**config.mk**
```make
export PLATFORM = sky130hd
export DESIGN_NAME = neo_sound_mailbox
export DESIGN_NICKNAME = d
export VERILOG_FILES = /design/src/rtl/neo_sound_mailbox.sv
export SDC_FILE = /design/constraint.sdc
export NUM_CORES = 1
export LEC_CHECK = 0
export CORE_MARGIN = 8
export CORE_UTILIZATION = 43
export CTS_CLUSTER_SIZE = 10
export DETAILED_ROUTE_END_ITERATION = 8
export PLACE_DENSITY = 0.82
export SLEW_MARGIN = 15
export SYNTH_ARGS = -nofsm -noshare
export SYNTH_HDL_FRONTEND = slang
export SYNTH_SLANG_ARGS = --single-unit
```
**constraint.sdc**
```tcl
create_clock -name CLK -period 2.2 [get_ports CLK]
set_input_delay 0.44 -clock CLK [delete_from_list [all_inputs] [get_ports CLK]]
set_output_delay 0.44 -clock CLK [all_outputs]
set_load 0.01 [all_outputs]
```
**src/rtl/neo_sound_mailbox.sv**
```systemverilog
// 68k <-> Z80 sound mailbox: command/reply latches, pending flags and Z80 NMI request.
// Optional command-overrun counter is built when SOUND_MAILBOX_OVERRUN_EN is defined.
module neo_sound_mailbox #(
    parameter logic [7:0] CMD_RESET   = 8'h00,
    parameter int         NMI_MIN_LOW = 4
) (
    input  logic       CLK,
    input  logic       RESET,
    input  logic       CLK_EN_68K_P,
    input  logic       nSOUNDWR,
    input  logic       nSOUNDRD,
    input  logic [7:0] M68K_DATA_IN,
    input  logic       nSDZ80R,
    input  logic       nSDZ80W,
    input  logic       nSDZ80CLR,
    input  logic       nNMI_EN,
    input  logic       nNMI_DIS,
    input  logic [7:0] SDD_IN,
    output logic [7:0] SDD_OUT,
    output logic [7:0] M68K_DATA_OUT,
    output logic       CMD_PENDING,
    output logic       REPLY_PENDING,
    output logic       nZ80NMI_REQ,
    output logic [3:0] CMD_OVERRUN
);

    typedef enum logic [1:0] {
        ST_IDLE   = 2'd0,
        ST_ASSERT = 2'd1,
        ST_HOLD   = 2'd2
    } nmi_state_t;

    localparam logic [3:0] CNT_LOAD = 4'(NMI_MIN_LOW - 1);

    logic       wr_prev_r, rd_prev_r, zr_prev_r, zw_prev_r, zc_prev_r, ne_prev_r, nd_prev_r;
    logic       wr_ev_s, rd_ev_s, zr_ev_s, zw_ev_s, zc_ev_s, ne_ev_s, nd_ev_s;
    logic       cmd_pending_nx_s, nmi_en_nx_s, nmi_en_r;
    nmi_state_t state_r, state_nx_s;
    logic [3:0] cnt_r, cnt_nx_s;

    // 68k strobes only count as samples on enabled cycles, so their history advances only then.
    assign wr_ev_s = CLK_EN_68K_P & wr_prev_r & ~nSOUNDWR;
    assign rd_ev_s = CLK_EN_68K_P & rd_prev_r & ~nSOUNDRD;
    assign zr_ev_s = zr_prev_r & ~nSDZ80R;
    assign zw_ev_s = zw_prev_r & ~nSDZ80W;
    assign zc_ev_s = zc_prev_r & ~nSDZ80CLR;
    assign ne_ev_s = ne_prev_r & ~nNMI_EN;
    assign nd_ev_s = nd_prev_r & ~nNMI_DIS;

    // Strobe history registers for falling-edge detection.
    always_ff @(posedge CLK) begin
        if (RESET) begin
            wr_prev_r <= 1'b1;
            rd_prev_r <= 1'b1;
            zr_prev_r <= 1'b1;
            zw_prev_r <= 1'b1;
            zc_prev_r <= 1'b1;
            ne_prev_r <= 1'b1;
            nd_prev_r <= 1'b1;
        end else begin
            if (CLK_EN_68K_P) begin
                wr_prev_r <= nSOUNDWR;
                rd_prev_r <= nSOUNDRD;
            end
            zr_prev_r <= nSDZ80R;
            zw_prev_r <= nSDZ80W;
            zc_prev_r <= nSDZ80CLR;
            ne_prev_r <= nNMI_EN;
            nd_prev_r <= nNMI_DIS;
        end
    end

    // Next pending flag and NMI enable; writes beat reads/clears, disable beats enable.
    always_comb begin
        cmd_pending_nx_s = CMD_PENDING;
        nmi_en_nx_s      = nmi_en_r;
        if (wr_ev_s) begin
            cmd_pending_nx_s = 1'b1;
        end else if (zr_ev_s || zc_ev_s) begin
            cmd_pending_nx_s = 1'b0;
        end else begin
            cmd_pending_nx_s = CMD_PENDING;
        end
        if (nd_ev_s) begin
            nmi_en_nx_s = 1'b0;
        end else if (ne_ev_s) begin
            nmi_en_nx_s = 1'b1;
        end else begin
            nmi_en_nx_s = nmi_en_r;
        end
    end

    // NMI next state; the minimum-low counter is loaded only when leaving IDLE.
    always_comb begin
        state_nx_s = state_r;
        cnt_nx_s   = cnt_r;
        if (nd_ev_s) begin
            state_nx_s = ST_IDLE;
        end else begin
            case (state_r)
                ST_IDLE: begin
                    if (wr_ev_s && nmi_en_r) begin
                        state_nx_s = ST_ASSERT;
                        cnt_nx_s   = CNT_LOAD;
                    end else begin
                        state_nx_s = ST_IDLE;
                    end
                end
                ST_ASSERT: begin
                    if (cnt_r == 4'd0) begin
                        state_nx_s = cmd_pending_nx_s ? ST_HOLD : ST_IDLE;
                    end else begin
                        cnt_nx_s = cnt_r - 4'd1;
                    end
                end
                ST_HOLD: begin
                    state_nx_s = cmd_pending_nx_s ? ST_HOLD : ST_IDLE;
                end
                default: begin
                    state_nx_s = ST_IDLE;
                end
            endcase
        end
    end

    // Mailbox latches, flags and NMI state registers.
    always_ff @(posedge CLK) begin
        if (RESET) begin
            SDD_OUT       <= CMD_RESET;
            M68K_DATA_OUT <= 8'h00;
            CMD_PENDING   <= 1'b0;
            REPLY_PENDING <= 1'b0;
            nmi_en_r      <= 1'b0;
            state_r       <= ST_IDLE;
            cnt_r         <= 4'd0;
            nZ80NMI_REQ   <= 1'b1;
        end else begin
            if (wr_ev_s) begin
                SDD_OUT <= M68K_DATA_IN;
            end else if (zc_ev_s) begin
                SDD_OUT <= CMD_RESET;
            end
            if (zw_ev_s) begin
                M68K_DATA_OUT <= SDD_IN;
                REPLY_PENDING <= 1'b1;
            end else if (rd_ev_s) begin
                REPLY_PENDING <= 1'b0;
            end
            CMD_PENDING <= cmd_pending_nx_s;
            nmi_en_r    <= nmi_en_nx_s;
            state_r     <= state_nx_s;
            cnt_r       <= cnt_nx_s;
            nZ80NMI_REQ <= (state_nx_s == ST_IDLE);
        end
    end

`ifdef SOUND_MAILBOX_OVERRUN_EN
    logic [3:0] overrun_r;

    // Saturating count of commands overwritten before the Z80 read them.
    always_ff @(posedge CLK) begin
        if (RESET) begin
            overrun_r <= 4'd0;
        end else if (zc_ev_s) begin
            overrun_r <= 4'd0;
        end else if (wr_ev_s && CMD_PENDING && (overrun_r != 4'd15)) begin
            overrun_r <= overrun_r + 4'd1;
        end
    end

    assign CMD_OVERRUN = overrun_r;
`else
    assign CMD_OVERRUN = 4'd0;
`endif

endmodule

```
Word-level counts from Yosys, hierarchy flattened
Cells that the tools add are included.
{"block": "word_totals", "ff_bits": 33, "inputBits": 26, "out_inout_bits": 23, "word_cells": 61}
{"block": "op_classes", "add_sub_neg": 1, "eq_ne": 4, "mux": 14, "bitwise_logic": 17, "n_reduce_logical": 10}
{"op": "8-bit 2-to-1 mux", "n": 2}
{"op": "1-bit AND", "n": 9}
{"op": "4-bit 2-to-1 mux", "n": 2}
{"op": "1-bit inverter", "n": 8}
{"op": "4-bit case mux with 2 select lines", "n": 1}
{"op": "2-bit 2-to-1 mux", "n": 3}
{"op": "2-bit case mux with 3 select lines", "n": 1}
{"op": "2-bit nonzero test", "n": 3}
{"op": "1-bit 2-to-1 mux", "n": 5}
{"op": "2-bit zero test", "n": 2}
{"op": "4-bit zero test", "n": 1}
{"op": "2-bit != test (second input constant)", "n": 2}
{"op": "4-bit AND reduction", "n": 1}
{"op": "4-bit by 1-bit subtractor with 4-bit output (second input constant)", "n": 1}
{"op": "2-bit by 1-bit equality test with 1-bit output (second input constant)", "n": 1}
{"op": "2-bit equality test (second input constant)", "n": 1}
{"op": "2-bit OR reduction", "n": 1}
{"op": "1-bit logical AND", "n": 1}
{"op": "1-bit logical OR", "n": 1}

Depth between registers and ports, before layout
{"block": "depth", "word_depth": 10, "ltp_mapped": 6, "depth_no_buf": 6}

Worst setup path after synthesis
OpenSTA, ideal clock, no wires.
{"block": "synth_timing", "path_type": "reg2reg", "startpoint": "register cnt_r[0]", "endpoint": "register cnt_r[2]", "setup_time_ns": 0.132, "t_arrival_ns": 1.387, "t_required_ns": 2.068, "path_slack_ns": 0.680, "stages_incl_launch_ff": 7, "path_buffers": 0, "synth_period_minus_slack_ns": 1.520, "path_cell_list": "dfxtp_1 -> inv_1 -> ha_1 -> nor3b_2 -> mux2_2 -> o41ai_2 -> a21oi_1"}
{"block": "synth_via", "elab_chain_cells": 3, "word_cells_on_any_way": 6, "cone_classes": "1 x add/sub; 1 x eq/ne; 2 x mux; 2 x reduce/logical"}
{"item": "start: declaration", "line": "39", "rtl": "logic [3:0] cnt_r, cnt_nx_s;"}
{"item": "start signal: assignment", "line": "152", "rtl": "cnt_r <= cnt_nx_s;"}
{"item": "4-bit by 1-bit subtractor with 4-bit output or 4-bit zero test (tied branches)", "line": "113, 110"}
{"item": "4-bit 2-to-1 mux or 2-bit != test (tied branches)"}
{"item": "4-bit case mux with 2 select lines or 4-bit AND reduction (tied branches)"}
Several ways; a longest one is shown, not always the timed one. The select of a mux whose other input is x is not followed.
A chain may end at the register's enable or synchronous reset.

Worst setup path in the final report
{"block": "layout_timing", "startpoint": "register REPLY_PENDING", "endpoint": "output REPLY_PENDING"}
{"item": "start: declaration", "line": "22", "rtl": "output logic REPLY_PENDING,"}
{"item": "start signal: assignment", "line": "132", "rtl": "REPLY_PENDING <= 1'b0;"}
{"item": "start signal: assignment", "line": "145", "rtl": "REPLY_PENDING <= 1'b1;"}
{"item": "start signal: assignment", "line": "147", "rtl": "REPLY_PENDING <= 1'b0;"}
No word-level cell between the ends.

==> flow_metrics.env <==
export IMPL_critPathTopFamily="buffers and inverters"
export IMPL_multi_input_area_um2=599.3
export IMPL_synthCells=152
export IMPL_timing_fmax_ghz=0.5950
export IMPL_layout_commonest_cell="clkdlybuf4s50_1"
export IMPL_finalCriticalPeriod_ns=1.681
export IMPL_root_buffer="clkbuf_4"
export IMPL_numCtsBuffers=5
export IMPL_cts_resized=0
export IMPL_place_congestion=0.7344
export IMPL_drc=0
export IMPL_slew_headroom_pct=55.89
export IMPL_wl_um=3080
export IMPL_placed_cell_area_um2=1787
export IMPL_drt_pass1_iterations=4
export IMPL_wire_per_inst_um=13.28
export IMPL_fin_crit_sh_pct=76.40
export IMPL_finalInstanceArea_um2=1857
export IMPL_n_antenna_cell=0
export IMPL_fin_nets=226
export IMPL_initial_core_util_pct=44.29
export IMPL_finClkSkew_ns=0.008832
export IMPL_gr_total_overflow=0
export IMPL_numPortBuffers=44
export IMPL_pre_cts_ws_ns=0.2669
export IMPL_insertion_delay_ns=0.33
export IMPL_rsz0062_at_grt="no"
export IMPL_regArea_um2=660.6
export IMPL_worst_path_buf_inv=1
export IMPL_detailed_place_hpwl_um=2422
export IMPL_grt_pass1_vias=1163
export IMPL_ys_types=29
export IMPL_critPathLaunchType="register"
export IMPL_area_growth_pct=39.60
export IMPL_final_cell_mix="clkdlybuf4s50_1, dfxtp_1, nand2_1, a21oi_1, nand3_1"
export IMPL_status="finished, final reports clean"
export IMPL_synth_top_family_by_area="simple AND/OR/NAND/NOR gates"
export IMPL_finalHoldViolCount=0
export IMPL_core_region_area_um2=3003
export IMPL_path_clk_slew_ns=0.10
export IMPL_postCtsSetupRepairBufs=0
export IMPL_synth_simple_area_share_pct=25.40
export IMPL_antenna_found_initial=0
export IMPL_viasPerCell=5.112
export IMPL_worst_path_max_fanout=2
export IMPL_crit_path_end_kind="output port"
export IMPL_cts_tree="built"
export IMPL_htree_levels=2
export IMPL_io_pins=49
export IMPL_synthXorXnorAreaFrac_pct=0
export IMPL_crit_type="register to output port"
export IMPL_dieWidth_um=71.62
export IMPL_synth_avg_cell_area_um2=8.750
export IMPL_holdBufCountCts=0
export IMPL_n_fill_cell=282
export IMPL_hold_class="register to register"
export IMPL_grt_start_max_net_pins=30
export IMPL_yosysTopAreaCellShare_pct=49.67
export IMPL_max_cap_violations=0
export IMPL_tightest_slew_ns=0.6603
export IMPL_ys_ff_latch=33
export IMPL_num_vias=1186
export IMPL_synth_seq_area_share_pct=49.67
export IMPL_fp_dieH_um=71.62
export IMPL_yosys_top_cells_area="dfxtp_1, a21oi_1, nand2_1, nand3_1, buf_4"
export IMPL_slowest_delay_ns=0.56
export IMPL_slew_violations=0
export IMPL_crit_chain="clkdlybuf4s50_1"
export IMPL_synth_area_um2=1330
export IMPL_synthMuxAreaShare_pct=0.8467
export IMPL_ant_nets=0
export IMPL_rows=20
export IMPL_route_met2_wl_um=1400
export IMPL_drive_above_1_share_pct=12.06
export IMPL_setup_viol=0
export IMPL_synth_fa_ha_area_share_pct=1.881
export IMPL_yosysWarnings=0
export IMPL_powerDensity_nw_per_um2=634.3
export IMPL_ir_worst_vdd_uv=398.6
export IMPL_die_area_um2=5129
export IMPL_drt_initial_drc_count=65
export IMPL_setup_ws_ns=0.5193
export IMPL_postLayoutCoreUtil_pct=61.83
export IMPL_synth_compound_area_share_pct=15.80
export IMPL_fin_setup_tns_ns=0
export IMPL_wl_met1_um=1239
export IMPL_cts_sinks=33
export IMPL_routed_top_layer="met4"
export IMPL_cts_max_path_buffers=2
export IMPL_cp_arrival_ns=1.24
export IMPL_critical_path_required_ns=1.76
export IMPL_cp_slowest_cell="clkdlybuf4s50_1"
export IMPL_grt_first_pass_wirelength_um=5313
export IMPL_grt_usage_pct=12.88
export IMPL_p_leak_nw=0.6800
export IMPL_yosys_area_top_type="dfxtp_1"
export IMPL_dr_wl_met3_um=389
==> layer usage <==
layer | vias up | track usage (%)
li1 | 594 | -
met1 | 534 | 13.80
met2 | 53 | 19.84
met3 | 5 | 7.531
met4 | 0 | 6.122
met5 | - | 0
==> Yosys cell counts <==
cell type,count
and3b_1,1
o21a_1,2
a31oi_2,1
clkbuf_1,5
ha_1,2
mux2_2,1
nand2b_1,4
a21oi_1,24
a211o_1,1
nor3_1,4
a221oi_1,1
nor3b_2,1
or2_2,6
o21ai_1,1
o41ai_2,2
o21bai_1,1
nor2_1,7
nor2b_1,4
nand2_1,25
nor3b_1,1
dfxtp_1,33
nand4b_1,1
nand3b_1,3
buf_2,2
buf_4,5
inv_1,4
nor3_2,1
conb_1,1
nand3_1,8
==> worst paths after layout <==
path,start,end,cells after the start,slack (ns)
max,REPLY_PENDING,REPLY_PENDING,1,0.52
min,M68K_DATA_OUT[7],M68K_DATA_OUT[7],2,0.46
max reg2reg,cnt_r[0],cnt_r[2],6,0.57
min reg2reg,M68K_DATA_OUT[7],M68K_DATA_OUT[7],2,0.46
==> power breakdown <==
part | switching, mW | leakage (nW) | total (mW) | internal (mW)
registers | 0.0124 | 0.270 | 0.635 | 0.622
logic | 0.0711 | 0.368 | 0.166 | 0.0952
clock network | 0.192 | 0.0413 | 0.377 | 0.185
==> cell families (layout without fill, tap and decap cells) <==
family                     count (synthesis)  count (layout)
and+or+nand+nor                           66              66
adders and majority gates                  2               2
buffers and inverters                     16              60
AOI/OAI and AO/OA                         33              33
muxes                                      1               1
other                                      1               4
DFF                                       33              33
==> state kept, by name, summed over array words and instances (netlist names) <==
signal,count
M68K_DATA_OUT,8
SDD_OUT,8
cnt_r,4
state_r,2
CMD_PENDING,1
REPLY_PENDING,1
nZ80NMI_REQ,1
nd_prev_r,1
ne_prev_r,1
nmi_en_r,1
rd_prev_r,1
wr_prev_r,1
zc_prev_r,1
zr_prev_r,1
zw_prev_r,1
==> per-stage QoR <==
step	power [mW]	std cells	hold slack, ns
finish	1.178	232	0.4599
CTS	1.194	232	0.4645
detailed placement	0.8156	224	0.4507
global route	1.235	232	0.4843
global placement	0.8103	224	0.4426
floorplan	0.7250	155	0.4303
==> layout make-up <==
| type | instances | share of cell area (%) |
|---|---|---|
| clock inverter | 1 | 0.2695 |
| timing repair buffer | 48 | 25.34 |
| tap | 33 | 2.224 |
| inverter | 4 | 0.8086 |
| multi-input combinational | 106 | 32.28 |
| sequential | 33 | 35.58 |
| clock buffer | 7 | 3.504 |
No activity file was read; power rests on OpenSTA's default activity.
